==> config.mk <==
export PLATFORM = sky130hd
export DESIGN_NAME = instruction_prefetch_unit
export DESIGN_NICKNAME = d
export VERILOG_FILES = /design/src/rtl/instruction_prefetch_unit_pkg.sv /design/src/rtl/instruction_prefetch_unit_prefetch_fifo.sv /design/src/rtl/instruction_prefetch_unit.sv
export SDC_FILE = /design/constraint.sdc
export NUM_CORES = 1
export LEC_CHECK = 0
export CORE_MARGIN = 1
export CORE_UTILIZATION = 45
export CTS_CLUSTER_SIZE = 8
export DETAILED_ROUTE_END_ITERATION = 7
export GPL_TIMING_DRIVEN = 0
export PLACE_DENSITY = 0.73
export SYNTH_ARGS = -nofsm -noshare
export SYNTH_HDL_FRONTEND = slang
export SYNTH_SLANG_ARGS = --single-unit
==> constraint.sdc <==
create_clock -name i_Clock -period 5 [get_ports i_Clock]
set_clock_uncertainty 0.1 [all_clocks]
set_input_delay 0.5 -clock i_Clock [delete_from_list [all_inputs] [get_ports i_Clock]]
set_output_delay 0.5 -clock i_Clock [all_outputs]
set_load 0.05 [all_outputs]
==> src/rtl/instruction_prefetch_unit_pkg.sv <==
// Shared definitions for the instruction prefetch unit: fetch FSM state
// encodings, instruction alignment mask and a saturating-add helper.
package instruction_prefetch_unit_pkg;

    localparam int PF_STATE_WIDTH = 2;

    typedef enum logic [PF_STATE_WIDTH-1:0] {
        PF_IDLE = 2'd0,
        PF_ADDR = 2'd1,
        PF_DATA = 2'd2
    } pf_state_e;

    // Instructions are word aligned; the low two PC bits are always zero.
    localparam logic [31:0] INSTR_ALIGN_MASK = 32'hFFFF_FFFC;

    function automatic logic [31:0] sat_add32(input logic [31:0] a, input logic [31:0] b);
        logic [32:0] sum;
        sum = {1'b0, a} + {1'b0, b};
        return sum[32] ? '1 : sum[31:0];
    endfunction

endpackage

==> src/rtl/instruction_prefetch_unit_prefetch_fifo.sv <==
// Synchronous show-ahead FIFO holding {PC, instruction} pairs. The head entry
// is visible combinationally; flush empties it and overrides push/pop.
module prefetch_fifo #(
    parameter int unsigned XLEN  = 32,
    parameter int unsigned DEPTH = 4
) (
    input  logic                       i_Clock,
    input  logic                       w_Reset,
    input  logic                       i_Push,
    input  logic [XLEN-1:0]            i_Push_PC,
    input  logic [XLEN-1:0]            i_Push_Instr,
    input  logic                       i_Pop,
    input  logic                       i_Flush,
    output logic [XLEN-1:0]            o_Head_PC,
    output logic [XLEN-1:0]            o_Head_Instr,
    output logic [$clog2(DEPTH):0]     o_Count,
    output logic                       o_Full,
    output logic                       o_Empty
);
    import instruction_prefetch_unit_pkg::*;

    localparam int unsigned PTR_W = $clog2(DEPTH);

    logic [PTR_W-1:0] wr_ptr_q, wr_ptr_d;
    logic [PTR_W-1:0] rd_ptr_q, rd_ptr_d;
    logic [PTR_W:0]   count_q, count_d;
    logic [XLEN-1:0]  pc_mem_q    [DEPTH];
    logic [XLEN-1:0]  instr_mem_q [DEPTH];
    logic             do_push;
    logic             do_pop;

    assign o_Count      = count_q;
    assign o_Empty      = (count_q == '0);
    assign o_Full       = (count_q == (PTR_W+1)'(DEPTH));
    // Empty FIFO presents zeros rather than stale storage.
    assign o_Head_PC    = o_Empty ? '0 : pc_mem_q[rd_ptr_q];
    assign o_Head_Instr = o_Empty ? '0 : instr_mem_q[rd_ptr_q];

    // Next pointer/count state; flush wins over push and pop.
    always_comb begin
        do_push  = i_Push && !i_Flush;
        do_pop   = i_Pop && !o_Empty && !i_Flush;
        wr_ptr_d = wr_ptr_q;
        rd_ptr_d = rd_ptr_q;
        count_d  = count_q;
        if (i_Flush) begin
            wr_ptr_d = '0;
            rd_ptr_d = '0;
            count_d  = '0;
        end else begin
            if (do_push) wr_ptr_d = wr_ptr_q + PTR_W'(1);
            if (do_pop)  rd_ptr_d = rd_ptr_q + PTR_W'(1);
            case ({do_push, do_pop})
                2'b10:   count_d = count_q + (PTR_W+1)'(1);
                2'b01:   count_d = count_q - (PTR_W+1)'(1);
                default: count_d = count_q;
            endcase
        end
    end

    // Pointer and count registers.
    always_ff @(posedge i_Clock) begin
        if (w_Reset) begin
            wr_ptr_q <= '0;
            rd_ptr_q <= '0;
            count_q  <= '0;
        end else begin
            wr_ptr_q <= wr_ptr_d;
            rd_ptr_q <= rd_ptr_d;
            count_q  <= count_d;
        end
    end

    // Entry storage; contents are only observable while counted as valid.
    always_ff @(posedge i_Clock) begin
        if (do_push) begin
            pc_mem_q[wr_ptr_q]    <= i_Push_PC;
            instr_mem_q[wr_ptr_q] <= i_Push_Instr;
        end
    end

endmodule

==> src/rtl/instruction_prefetch_unit.sv <==
// Instruction prefetch unit: issues sequential AXI4-Lite reads (one in
// flight), buffers {PC, instruction} in a show-ahead FIFO for S1 and
// restarts on redirect, discarding any response already in flight.
// Optional: define PREFETCH_PERF_COUNTERS_EN for fetch/discard counters.
module instruction_prefetch_unit
    import instruction_prefetch_unit_pkg::*;
#(
    parameter int unsigned      XLEN     = 32,
    parameter int unsigned      DEPTH    = 4,
    parameter logic [XLEN-1:0]  RESET_PC = '0
) (
    input  logic                i_Clock,
    input  logic                w_Reset,
    input  logic                i_Enable,
    input  logic                i_Redirect,
    input  logic [XLEN-1:0]     i_Redirect_PC,
    input  logic                i_Instruction_Ready,
    output logic [XLEN-1:0]     o_Instruction,
    output logic [XLEN-1:0]     o_Instruction_PC,
    output logic                o_Instruction_Valid,
    output logic [XLEN-1:0]     s_axil_araddr,
    output logic                s_axil_arvalid,
    input  logic                s_axil_arready,
    input  logic [XLEN-1:0]     s_axil_rdata,
    input  logic                s_axil_rvalid,
    output logic                s_axil_rready,
    output logic [XLEN-1:0]     s_axil_awaddr,
    output logic                s_axil_awvalid,
    input  logic                s_axil_awready,
    output logic [XLEN-1:0]     s_axil_wdata,
    output logic [XLEN/8-1:0]   s_axil_wstrb,
    output logic                s_axil_wvalid,
    input  logic                s_axil_wready,
    input  logic                s_axil_bvalid,
    input  logic [1:0]          s_axil_bresp,
    output logic                s_axil_bready
`ifdef PREFETCH_PERF_COUNTERS_EN
    ,
    output logic [31:0]         o_Fetch_Count,
    output logic [31:0]         o_Discard_Count
`endif
);

    localparam int unsigned CNT_W = $clog2(DEPTH) + 1;
    localparam logic [XLEN-1:0] ALIGN_MASK = ~XLEN'(~INSTR_ALIGN_MASK);

    pf_state_e          state_q, state_d;
    logic [XLEN-1:0]    fetch_pc_q, fetch_pc_d;
    logic [XLEN-1:0]    araddr_q, araddr_d;
    logic               discard_q, discard_d;
    logic               fifo_push;
    logic               fifo_pop;
    logic               resp_drop;
    logic [CNT_W-1:0]   fifo_count;
    logic               fifo_full;
    logic               fifo_empty;
    logic               unused_inputs;

    // Read-only master: write channels are parked.
    assign s_axil_awaddr  = '0;
    assign s_axil_awvalid = 1'b0;
    assign s_axil_wdata   = '0;
    assign s_axil_wstrb   = '0;
    assign s_axil_wvalid  = 1'b0;
    assign s_axil_bready  = 1'b0;
    assign unused_inputs  = ^{s_axil_awready, s_axil_wready, s_axil_bvalid, s_axil_bresp, fifo_full};

    assign s_axil_arvalid      = (state_q == PF_ADDR);
    assign s_axil_araddr       = araddr_q;
    assign s_axil_rready       = (state_q == PF_DATA);
    assign o_Instruction_Valid = !fifo_empty;
    assign fifo_pop            = o_Instruction_Valid && i_Instruction_Ready;

    prefetch_fifo #(
        .XLEN  (XLEN),
        .DEPTH (DEPTH)
    ) u_fifo (
        .i_Clock      (i_Clock),
        .w_Reset      (w_Reset),
        .i_Push       (fifo_push),
        .i_Push_PC    (fetch_pc_q),
        .i_Push_Instr (s_axil_rdata),
        .i_Pop        (fifo_pop),
        .i_Flush      (i_Redirect),
        .o_Head_PC    (o_Instruction_PC),
        .o_Head_Instr (o_Instruction),
        .o_Count      (fifo_count),
        .o_Full       (fifo_full),
        .o_Empty      (fifo_empty)
    );

    // Fetch FSM next state, AXI address capture and discard bookkeeping.
    // The issued address lives in araddr_q so a redirect during ADDR can move
    // fetch_pc without disturbing the address held on the bus.
    always_comb begin
        state_d    = state_q;
        fetch_pc_d = fetch_pc_q;
        araddr_d   = araddr_q;
        discard_d  = discard_q;
        fifo_push  = 1'b0;
        resp_drop  = 1'b0;
        case (state_q)
            PF_IDLE: begin
                if (i_Enable && !i_Redirect && (fifo_count < CNT_W'(DEPTH))) begin
                    state_d  = PF_ADDR;
                    araddr_d = fetch_pc_q;
                end
            end
            PF_ADDR: begin
                if (s_axil_arready) state_d = PF_DATA;
            end
            PF_DATA: begin
                if (s_axil_rvalid) begin
                    state_d   = PF_IDLE;
                    discard_d = 1'b0;
                    if (discard_q || i_Redirect) begin
                        resp_drop = 1'b1;
                    end else begin
                        fifo_push  = 1'b1;
                        fetch_pc_d = fetch_pc_q + XLEN'(4);
                    end
                end
            end
            default: state_d = PF_IDLE;
        endcase
        if (i_Redirect) begin
            fetch_pc_d = i_Redirect_PC & ALIGN_MASK;
            if ((state_q == PF_ADDR) || ((state_q == PF_DATA) && !s_axil_rvalid))
                discard_d = 1'b1;
        end
    end

    // Fetch FSM and address registers.
    always_ff @(posedge i_Clock) begin
        if (w_Reset) begin
            state_q    <= PF_IDLE;
            fetch_pc_q <= RESET_PC;
            araddr_q   <= '0;
            discard_q  <= 1'b0;
        end else begin
            state_q    <= state_d;
            fetch_pc_q <= fetch_pc_d;
            araddr_q   <= araddr_d;
            discard_q  <= discard_d;
        end
    end

`ifdef PREFETCH_PERF_COUNTERS_EN
    logic [31:0] fetch_cnt_q, fetch_cnt_d;
    logic [31:0] discard_cnt_q, discard_cnt_d;

    assign o_Fetch_Count   = fetch_cnt_q;
    assign o_Discard_Count = discard_cnt_q;

    // Saturating counts of pushed responses and of dropped/flushed work.
    always_comb begin
        fetch_cnt_d   = sat_add32(fetch_cnt_q, {31'd0, fifo_push});
        discard_cnt_d = sat_add32(discard_cnt_q,
                                  {31'd0, resp_drop} + (i_Redirect ? 32'(fifo_count) : 32'd0));
    end

    // Counter registers.
    always_ff @(posedge i_Clock) begin
        if (w_Reset) begin
            fetch_cnt_q   <= '0;
            discard_cnt_q <= '0;
        end else begin
            fetch_cnt_q   <= fetch_cnt_d;
            discard_cnt_q <= discard_cnt_d;
        end
    end
`else
    logic unused_perf;
    assign unused_perf = resp_drop;
`endif

endmodule
==> results.py, run 1 <==
metrics = {
    "route": {
        "drt_pass1_iterations": 5,
        "finalWirelength_um": 29480,
        "via_count": 8263,
        "vias_per_cell": 5.155,
        "final_antenna_net_count": 0,
        "dr_iter_0_viols": 639,
        "post-route-drc-count": 0,
        "route.detailed.wl_per_inst_um": 18.39,
    },
    "timing": {
        "tns_ns": 0,
        "fin_crit_sh": 0.7646,
        "fin_hold_ws_ns": 0.3537,
        "slew_headroom": 0.5060,
        "maxSlewViolCount": 0,
        "timing.final.setup_violations": 0,
        "max_clock_freq_mhz": 261.6,
        "minimum_clock_period_after_layout_ns": 3.823,
        "setup_slack_after_layout_ns": 1.177,
        "grt_setup_unrepaired": "false",
        "worst_slew_pin_slew_ns": 0.7410,
        "hold_viol": 0,
    },
    "clock_tree": {
        "cts.sinks": 320,
        "clock_insertion_delay_worst_skew_ns": 0.52,
        "numCtsBuffers": 45,
        "max-clock-path-buffers": 3,
        "cts_tree": "yes",
        "clkSlewWorstSetupHoldPaths_ns": 0.05,
        "post_cts_resize_count": 0,
        "number_of_buffers_added_for_setup_after_cts": 0,
        "hold_buffers": 0,
        "clock-root-buffer": "clkbuf_16",
        "cts-htree-levels": 2,
    },
    "floorplan": {
        "num_rows": 62,
        "dieWidth_um": 174.3,
        "die_y_um": 174.3,
        "design.core.area_um2": 28940,
        "start_util": 0.4619,
        "dieArea_um2": 30390,
        "boundaryPins": 246,
    },
    "global_route": {
        "grt_pass1_wl_um": 45540,
        "grt_pass1_vias": 8141,
        "global_route.overflow_total": 0,
        "groute.usage.overall": 0.1947,
        "antenna_found_initial": 0,
        "grt_max_degree": 46,
    },
    "pwr": {
        "leakagePower_nw": 5.828,
        "internal-power_mw": 4.727,
        "seqPwrFrac": 0.487,
        "share_clk_of_total_power": 0.448,
        "logic_gate_share_of_total_power": 0.065,
        "peakVddDrop_uv": 202.3,
        "power_switching_share": 0.2197,
        "power.density_cell_area_nw_per_um2": 353.3,
        "p_sw_mw": 1.331,
        "total_power_mw": 6.058,
    },
    "logic_synthesis": {
        "per_instance_average_area_after_synthesis_um2": 14.78,
        "async_flop_share": 0,
        "synth.ff_latch_count": 320,
        "adder_and_majority_cell_fraction_of_the_synthesized_area": 0.007115,
        "number_of_enable_flip_flop_cells_after_synthesis": 248,
        "yosysUniqueCellTypes": 47,
        "synth-xor-area-share": 0.006554,
        "synth_area_in_simple_gates": 0.1049,
        "syn_area_um2": 13360,
        "dominantRegCellSynth": "edfxtp_1",
        "synth_instances": 904,
        "compound_cell_area_share_of_the_yosys_netlist": 0.04737,
        "combinational_family_with_the_most_area_after_synthesis": "simple AND/OR/NAND/NOR gates",
        "synth_mux_area_frac": 0.1045,
        "synth_seq_area_share": 0.6651,
        "yosys_warnings": 0,
    },
    "worst_setup_path": {
        "worstSetupPathType": "reg2out",
        "worstSetupEndpointType": "primary output",
        "critical_path_peak_fanout": 10,
        "start_kind": "flip-flop",
        "r2r-start": "state_q[1]$_SDFFE_PP0P_",
        "timing.critical_path.slowest_stage_cell": "clkdlybuf4s50_1",
        "ordered_list_of_cells_on_the_worst_path": "clkbuf_1, buf_2, mux4_2, and2_1, clkdlybuf4s50_1",
        "setup.worst_path.end": "o_Instruction_PC[16]",
        "timing.critical_path.slowest_cell_delay_ns": 0.75,
        "minimum_setup_slack_among_reg_to_reg_paths_ns": 2.22,
        "crit_arrival_ns": 3.22,
        "required_arrival_time_at_the_worst_endpoint_ns": 4.40,
        "reg2regPathDepth": 6,
        "timing.rr.end": "u_fifo.instr_mem_q[1][13]$_DFFE_PP_",
    },
    "placed_design": {
        "place_ws_ns": 1.610,
        "portBuffers": 162,
        "post-place-cells": 1528,
        "globalplace.congestion": 0.8815,
        "hpwlAfterDp_um": 19360,
        "postPlaceCellArea_um2": 15870,
    },
    "layout": {
        "drive_gt1_frac": 0.1698,
        "layout.core_utilization": 0.5926,
        "finish.cell_count_without_fillers": 1603,
        "most-common-layout-cells": "edfxtp_1, clkdlybuf4s50_1, nand2_1, buf_4, conb_1",
        "finalNetCount": 1274,
        "final.fill_count": 2219,
        "register_area_um2": 8889,
        "area_of_the_multi_input_gates_um2": 3915,
        "layout.cells.most_common": "edfxtp_1",
        "stdcell_area_um2": 17150,
        "area.growth.synth_to_final_pct": 28.30,
        "antennaDiodeCount": 0,
    },
    "run": {
        "cap_violations": 0,
    },
    "hold_path": {
        "hp-class": "reg2reg",
    },
    "outcome": {
        "run_status": "completed",
    },
}
[layer usage]
layer / global-route usage / up-vias / wire, um
met4: 0.05373 / 0 / 440
met5: 0 / - / 0
met1: 0.2636 / 4083 / 12740
met3: 0.03259 / 37 / 1607
li1: - / 3848 / -
met2: 0.3245 / 295 / 14690
[state kept, by name, summed over array words and instances, names as in the netlist, named ones only]
register,flops
u_fifo.wr_ptr_q,2
u_fifo.pc_mem_q,120
state_q,2
u_fifo.instr_mem_q,128
discard_q,1
u_fifo.rd_ptr_q,2
s_axil_araddr,30
u_fifo.o_Count,3
fetch_pc_q,30
[area by class of cell]
cell class,instances,share of cell area
plain buffers,131,0.04634
clock buffers,74,0.07326
clock inverters,1,0.0009486
inverters,17,0.003722
multi-input cells,510,0.2283
flip-flops and latches,320,0.5184
well taps,384,0.02802
repair buffers,166,0.1010
[critical path, delay by kind of cell, from the launching register on]
| family | cells | cell delay (ns) |
|---|---|---|
| AND/OR/NAND/NOR | 1 | 0.17 |
| flip-flops | 1 | 0.30 |
| multiplexers | 1 | 0.57 |
| buffers and inverters | 3 | 1.65 |
[cells in the mapped netlist (2+ instances only)]
master | instances | area share
edfxtp_1 | 248 | 0.56
nand2_1 | 79 | 0.022
buf_4 | 75 | 0.042
dfxtp_1 | 72 | 0.11
and2_1 | 66 | 0.031
mux4_2 | 62 | 0.10
clkbuf_1 | 39 | 0.011
a21oi_1 | 38 | 0.014
nor2_1 | 33 | 0.0093
a311oi_1 | 19 | 0.012
inv_1 | 17 | 0.0048
and4_1 | 12 | 0.0079
buf_2 | 11 | 0.0041
nand3_1 | 11 | 0.0041
nand4_1 | 11 | 0.0051
o21ai_0 | 10 | 0.0037
and3_1 | 9 | 0.0042
or3_1 | 9 | 0.0042
or4_1 | 7 | 0.0039
a2111oi_0 | 6 | 0.0039
a211oi_1 | 6 | 0.0034
ha_1 | 6 | 0.0056
nor2b_1 | 6 | 0.0028
nor3_1 | 6 | 0.0022
o31ai_1 | 6 | 0.0034
xnor2_1 | 6 | 0.0039
buf_1 | 5 | 0.0014
xor2_1 | 4 | 0.0026
a31oi_1 | 3 | 0.0014
nor4_1 | 2 | 0.00094
nor4b_1 | 2 | 0.0013
o21bai_1 | 2 | 0.0011
or2_2 | 2 | 0.00094
[worst min path at each step]
stage                                      endpoint  cells after the start                            start
floorplan           u_fifo.wr_ptr_q[0]$_SDFFE_PP0P_                      2  u_fifo.wr_ptr_q[0]$_SDFFE_PP0P_
global placement      s_axil_araddr[6]$_SDFFE_PP0P_                      2    s_axil_araddr[6]$_SDFFE_PP0P_
detailed placement    s_axil_araddr[4]$_SDFFE_PP0P_                      2    s_axil_araddr[4]$_SDFFE_PP0P_
CTS                   s_axil_araddr[4]$_SDFFE_PP0P_                      2    s_axil_araddr[4]$_SDFFE_PP0P_
global route          s_axil_araddr[4]$_SDFFE_PP0P_                      2    s_axil_araddr[4]$_SDFFE_PP0P_
finish                s_axil_araddr[4]$_SDFFE_PP0P_                      2    s_axil_araddr[4]$_SDFFE_PP0P_
[power groups by stage]
stage               Combinational, mW  Sequential [mW]  Clock, mW
finish                          0.391             2.95       2.71
global route                    0.412             2.95       2.88
CTS                             0.388             2.95       2.77
detailed placement              0.386             3.00          0
global placement                0.381             3.00          0
floorplan                       0.249             3.01          0
[logic make-up (layout without fill, tap and decap cells)]
kind of cell,count (synthesis),after routing
DFF,320,320
AOI/OAI and AO/OA,96,96
and+or+nand+nor,260,260
muxes,62,62
buffers and inverters,148,389
xor gates and xnor gates,10,10
other,1,75
adders and majority gates,7,7
No activity file was read; power rests on OpenSTA's default activity.
==> run 2: changes to the inputs <==
--- a/config.mk
+++ b/config.mk
@@ -10,7 +10,7 @@
 export CTS_CLUSTER_SIZE = 8
 export DETAILED_ROUTE_END_ITERATION = 7
 export GPL_TIMING_DRIVEN = 0
-export PLACE_DENSITY = 0.73
+export PLACE_DENSITY = 0.76
 export SYNTH_ARGS = -nofsm -noshare
 export SYNTH_HDL_FRONTEND = slang
 export SYNTH_SLANG_ARGS = --single-unit
==> constraint.sdc (replaced) <==
create_clock -name i_Clock -period 3.1 [get_ports i_Clock]
set_clock_uncertainty 0.1 [all_clocks]
set_input_delay 0.31 -clock i_Clock [delete_from_list [all_inputs] [get_ports i_Clock]]
set_output_delay 0.31 -clock i_Clock [all_outputs]
set_load 0.05 [all_outputs]
==> run 2 against run 1 <==
  * Non-clock buffer count shrank 2
  * Sequential power up 61%
  * Core utilization down 0.38 points
  * Setup slack worse by 1.0 ns
  * Critical endpoint is now o_Instruction[31]
  * Largest cell class unchanged
==> results.py, run 2 (synthesis gave the netlist of run 1 again) <==
metrics = {
    "worst_setup_path": {
        "crit_arrival_ns": 2.52,
        "worstSetupPathType": "reg2out",
        "minimum_setup_slack_among_reg_to_reg_paths_ns": 0.37,
        "worstSetupEndpointType": "primary output",
        "required_arrival_time_at_the_worst_endpoint_ns": 2.69,
        "start_kind": "flip-flop",
        "critical_path_peak_fanout": 10,
    },
    "floorplan": {
        "dieArea_um2": 30390,
        "design.core.area_um2": 28940,
        "start_util": 0.4619,
        "die_y_um": 174.3,
        "boundaryPins": 246,
        "dieWidth_um": 174.3,
        "num_rows": 62,
    },
    "timing": {
        "maxSlewViolCount": 0,
        "fin_crit_sh": 0.9464,
        "timing.final.setup_violations": 0,
        "grt_setup_unrepaired": "false",
        "hold_viol": 0,
        "setup_slack_after_layout_ns": 0.1662,
        "slew_headroom": 0.6076,
        "max_clock_freq_mhz": 340.9,
        "minimum_clock_period_after_layout_ns": 2.934,
        "fin_hold_ws_ns": 0.2826,
        "worst_slew_pin_slew_ns": 0.5886,
    },
    "global_route": {
        "grt_pass1_wl_um": 45730,
        "global_route.overflow_total": 0,
        "grt_pass1_vias": 8138,
        "groute.usage.overall": 0.1957,
        "antenna_found_initial": 0,
        "grt_max_degree": 59,
    },
    "route": {
        "via_count": 8237,
        "vias_per_cell": 5.168,
        "final_antenna_net_count": 0,
        "dr_iter_0_viols": 572,
        "post-route-drc-count": 0,
        "route.met3.wl_um": 1794,
        "finalWirelength_um": 29470,
        "route.detailed.wl_per_inst_um": 18.49,
        "drt_pass1_iterations": 5,
        "dr.max_layer_used": "met4",
        "met2RoutedLength_um": 14660,
        "met1Wirelength_um": 12360,
    },
    "pwr": {
        "p_sw_mw": 2.117,
        "share_clk_of_total_power": 0.442,
        "total_power_mw": 9.654,
        "power.density_cell_area_nw_per_um2": 566.7,
        "logic_gate_share_of_total_power": 0.065,
        "leakagePower_nw": 6.124,
        "power_switching_share": 0.2193,
        "internal-power_mw": 7.536,
        "seqPwrFrac": 0.493,
        "peakVddDrop_uv": 333.6,
    },
    "layout": {
        "antennaDiodeCount": 0,
        "area.growth.synth_to_final_pct": 27.48,
        "largestRegisters": "u_fifo.instr_mem_q x128, u_fifo.pc_mem_q x120",
        "most-common-layout-cells": "edfxtp_1, clkdlybuf4s50_1, buf_4, nand2_1, conb_1",
        "final.fill_count": 2233,
        "largest_reg_flops": 128,
        "top_register_by_number_of_flip_flops": "u_fifo.instr_mem_q",
        "layout.cells.most_common": "edfxtp_1",
        "drive_gt1_frac": 0.1793,
        "finalNetCount": 1272,
    },
    "placed_design": {
        "globalplace.congestion": 0.8770,
        "portBuffers": 162,
        "hpwlAfterDp_um": 19120,
        "place_ws_ns": -0.06605,
    },
    "clock_tree": {
        "cts.sinks": 320,
        "clkSlewWorstSetupHoldPaths_ns": 0.05,
        "cts_tree": "yes",
        "numCtsBuffers": 45,
        "clock-root-buffer": "clkbuf_16",
        "hold_buffers": 0,
        "max-clock-path-buffers": 3,
        "clock_insertion_delay_worst_skew_ns": 0.51,
        "cts-htree-levels": 2,
    },
    "outcome": {
        "run_status": "completed",
    },
    "run": {
        "cap_violations": 0,
    },
    "hold_path": {
        "hp-class": "in2reg",
    },
}
[run 2: cell types whose count changed in the layout (fill, tap and decap cells not counted), sizes merged]
cell           previous run  this run
clkbuf                  113       106
clkdlybuf4s15             0         4
clkdlybuf4s50           162       101
clkinv                    1         0
dlygate4sd2               0        55
dlymetal6s2s              0         1
[run 2: layout make-up]
class / instances / area (um2) / share of cell area
Buffer: 129 / 813.3 / 0.04774
Clock buffer: 68 / 1212 / 0.07117
Inverter: 17 / 63.81 / 0.003746
Multi-Input combinational cell: 510 / 3915 / 0.2298
Sequential cell: 320 / 8891 / 0.5219
Tap cell: 384 / 480.5 / 0.02820
Timing Repair Buffer: 166 / 1660 / 0.09746
[run 2: path summary, 6_finish.rpt]
kind | startpoint | to | cells after the start
max | u_fifo.o_Count[2]$_SDFFE_PP0P_ | o_Instruction[31] | 4
min reg2reg | s_axil_araddr[26]$_SDFFE_PP0P_ | s_axil_araddr[26]$_SDFFE_PP0P_ | 2
max reg2reg | state_q[1]$_SDFFE_PP0P_ | u_fifo.instr_mem_q[3][20]$_DFFE_PP_ | 6
min | i_Redirect_PC[25] | fetch_pc_q[25]$_SDFFE_PP0P_ | 3
[run 2: timing repair]
action,in CTS,in global routing
setup endpoints to repair,63,8
buffers inserted,0,0
resized for setup,76,9
[run 2: metal layers]
| metal | vias to the layer above | GRT usage |
|---|---|---|
| met3 | 53 | 0.03128 |
| met5 | - | 0 |
| met1 | 4013 | 0.2611 |
| met4 | 0 | 0.06250 |
| li1 | 3848 | - |
| met2 | 323 | 0.3279 |
[run 2: worst max-delay path, stage by stage (launching register included)]
cell and delay [ns]:
dfxtp_1 0.34, or3_1 0.41, clkbuf_2 0.29, and2_1 0.26, clkdlybuf4s50_1 0.70
[run 2: stage by stage]
stage               utilization  instance area [um2]  setup TNS (ns)  instances
CTS                      0.5886                17030               0       1594
global route             0.5888                17040               0       1594
floorplan                     -                13650               0        978
finish                   0.5888                17040               0       1594
detailed placement       0.5486                15870          -7.578       1528
global placement         0.5443                15750         -187.28       1524
[run 2: power groups by stage]
| stage | registers, mW | clock network (mW) | logic, mW |
|---|---|---|---|
| 2_1_floorplan | 4.85 | 0 | 0.401 |
| 3_3_place_gp | 4.84 | 0 | 0.614 |
| 3_5_place_dp | 4.84 | 0 | 0.622 |
| 4_1_cts | 4.76 | 4.34 | 0.624 |
| 5_1_grt | 4.77 | 4.53 | 0.662 |
| 6_report | 4.76 | 4.26 | 0.627 |
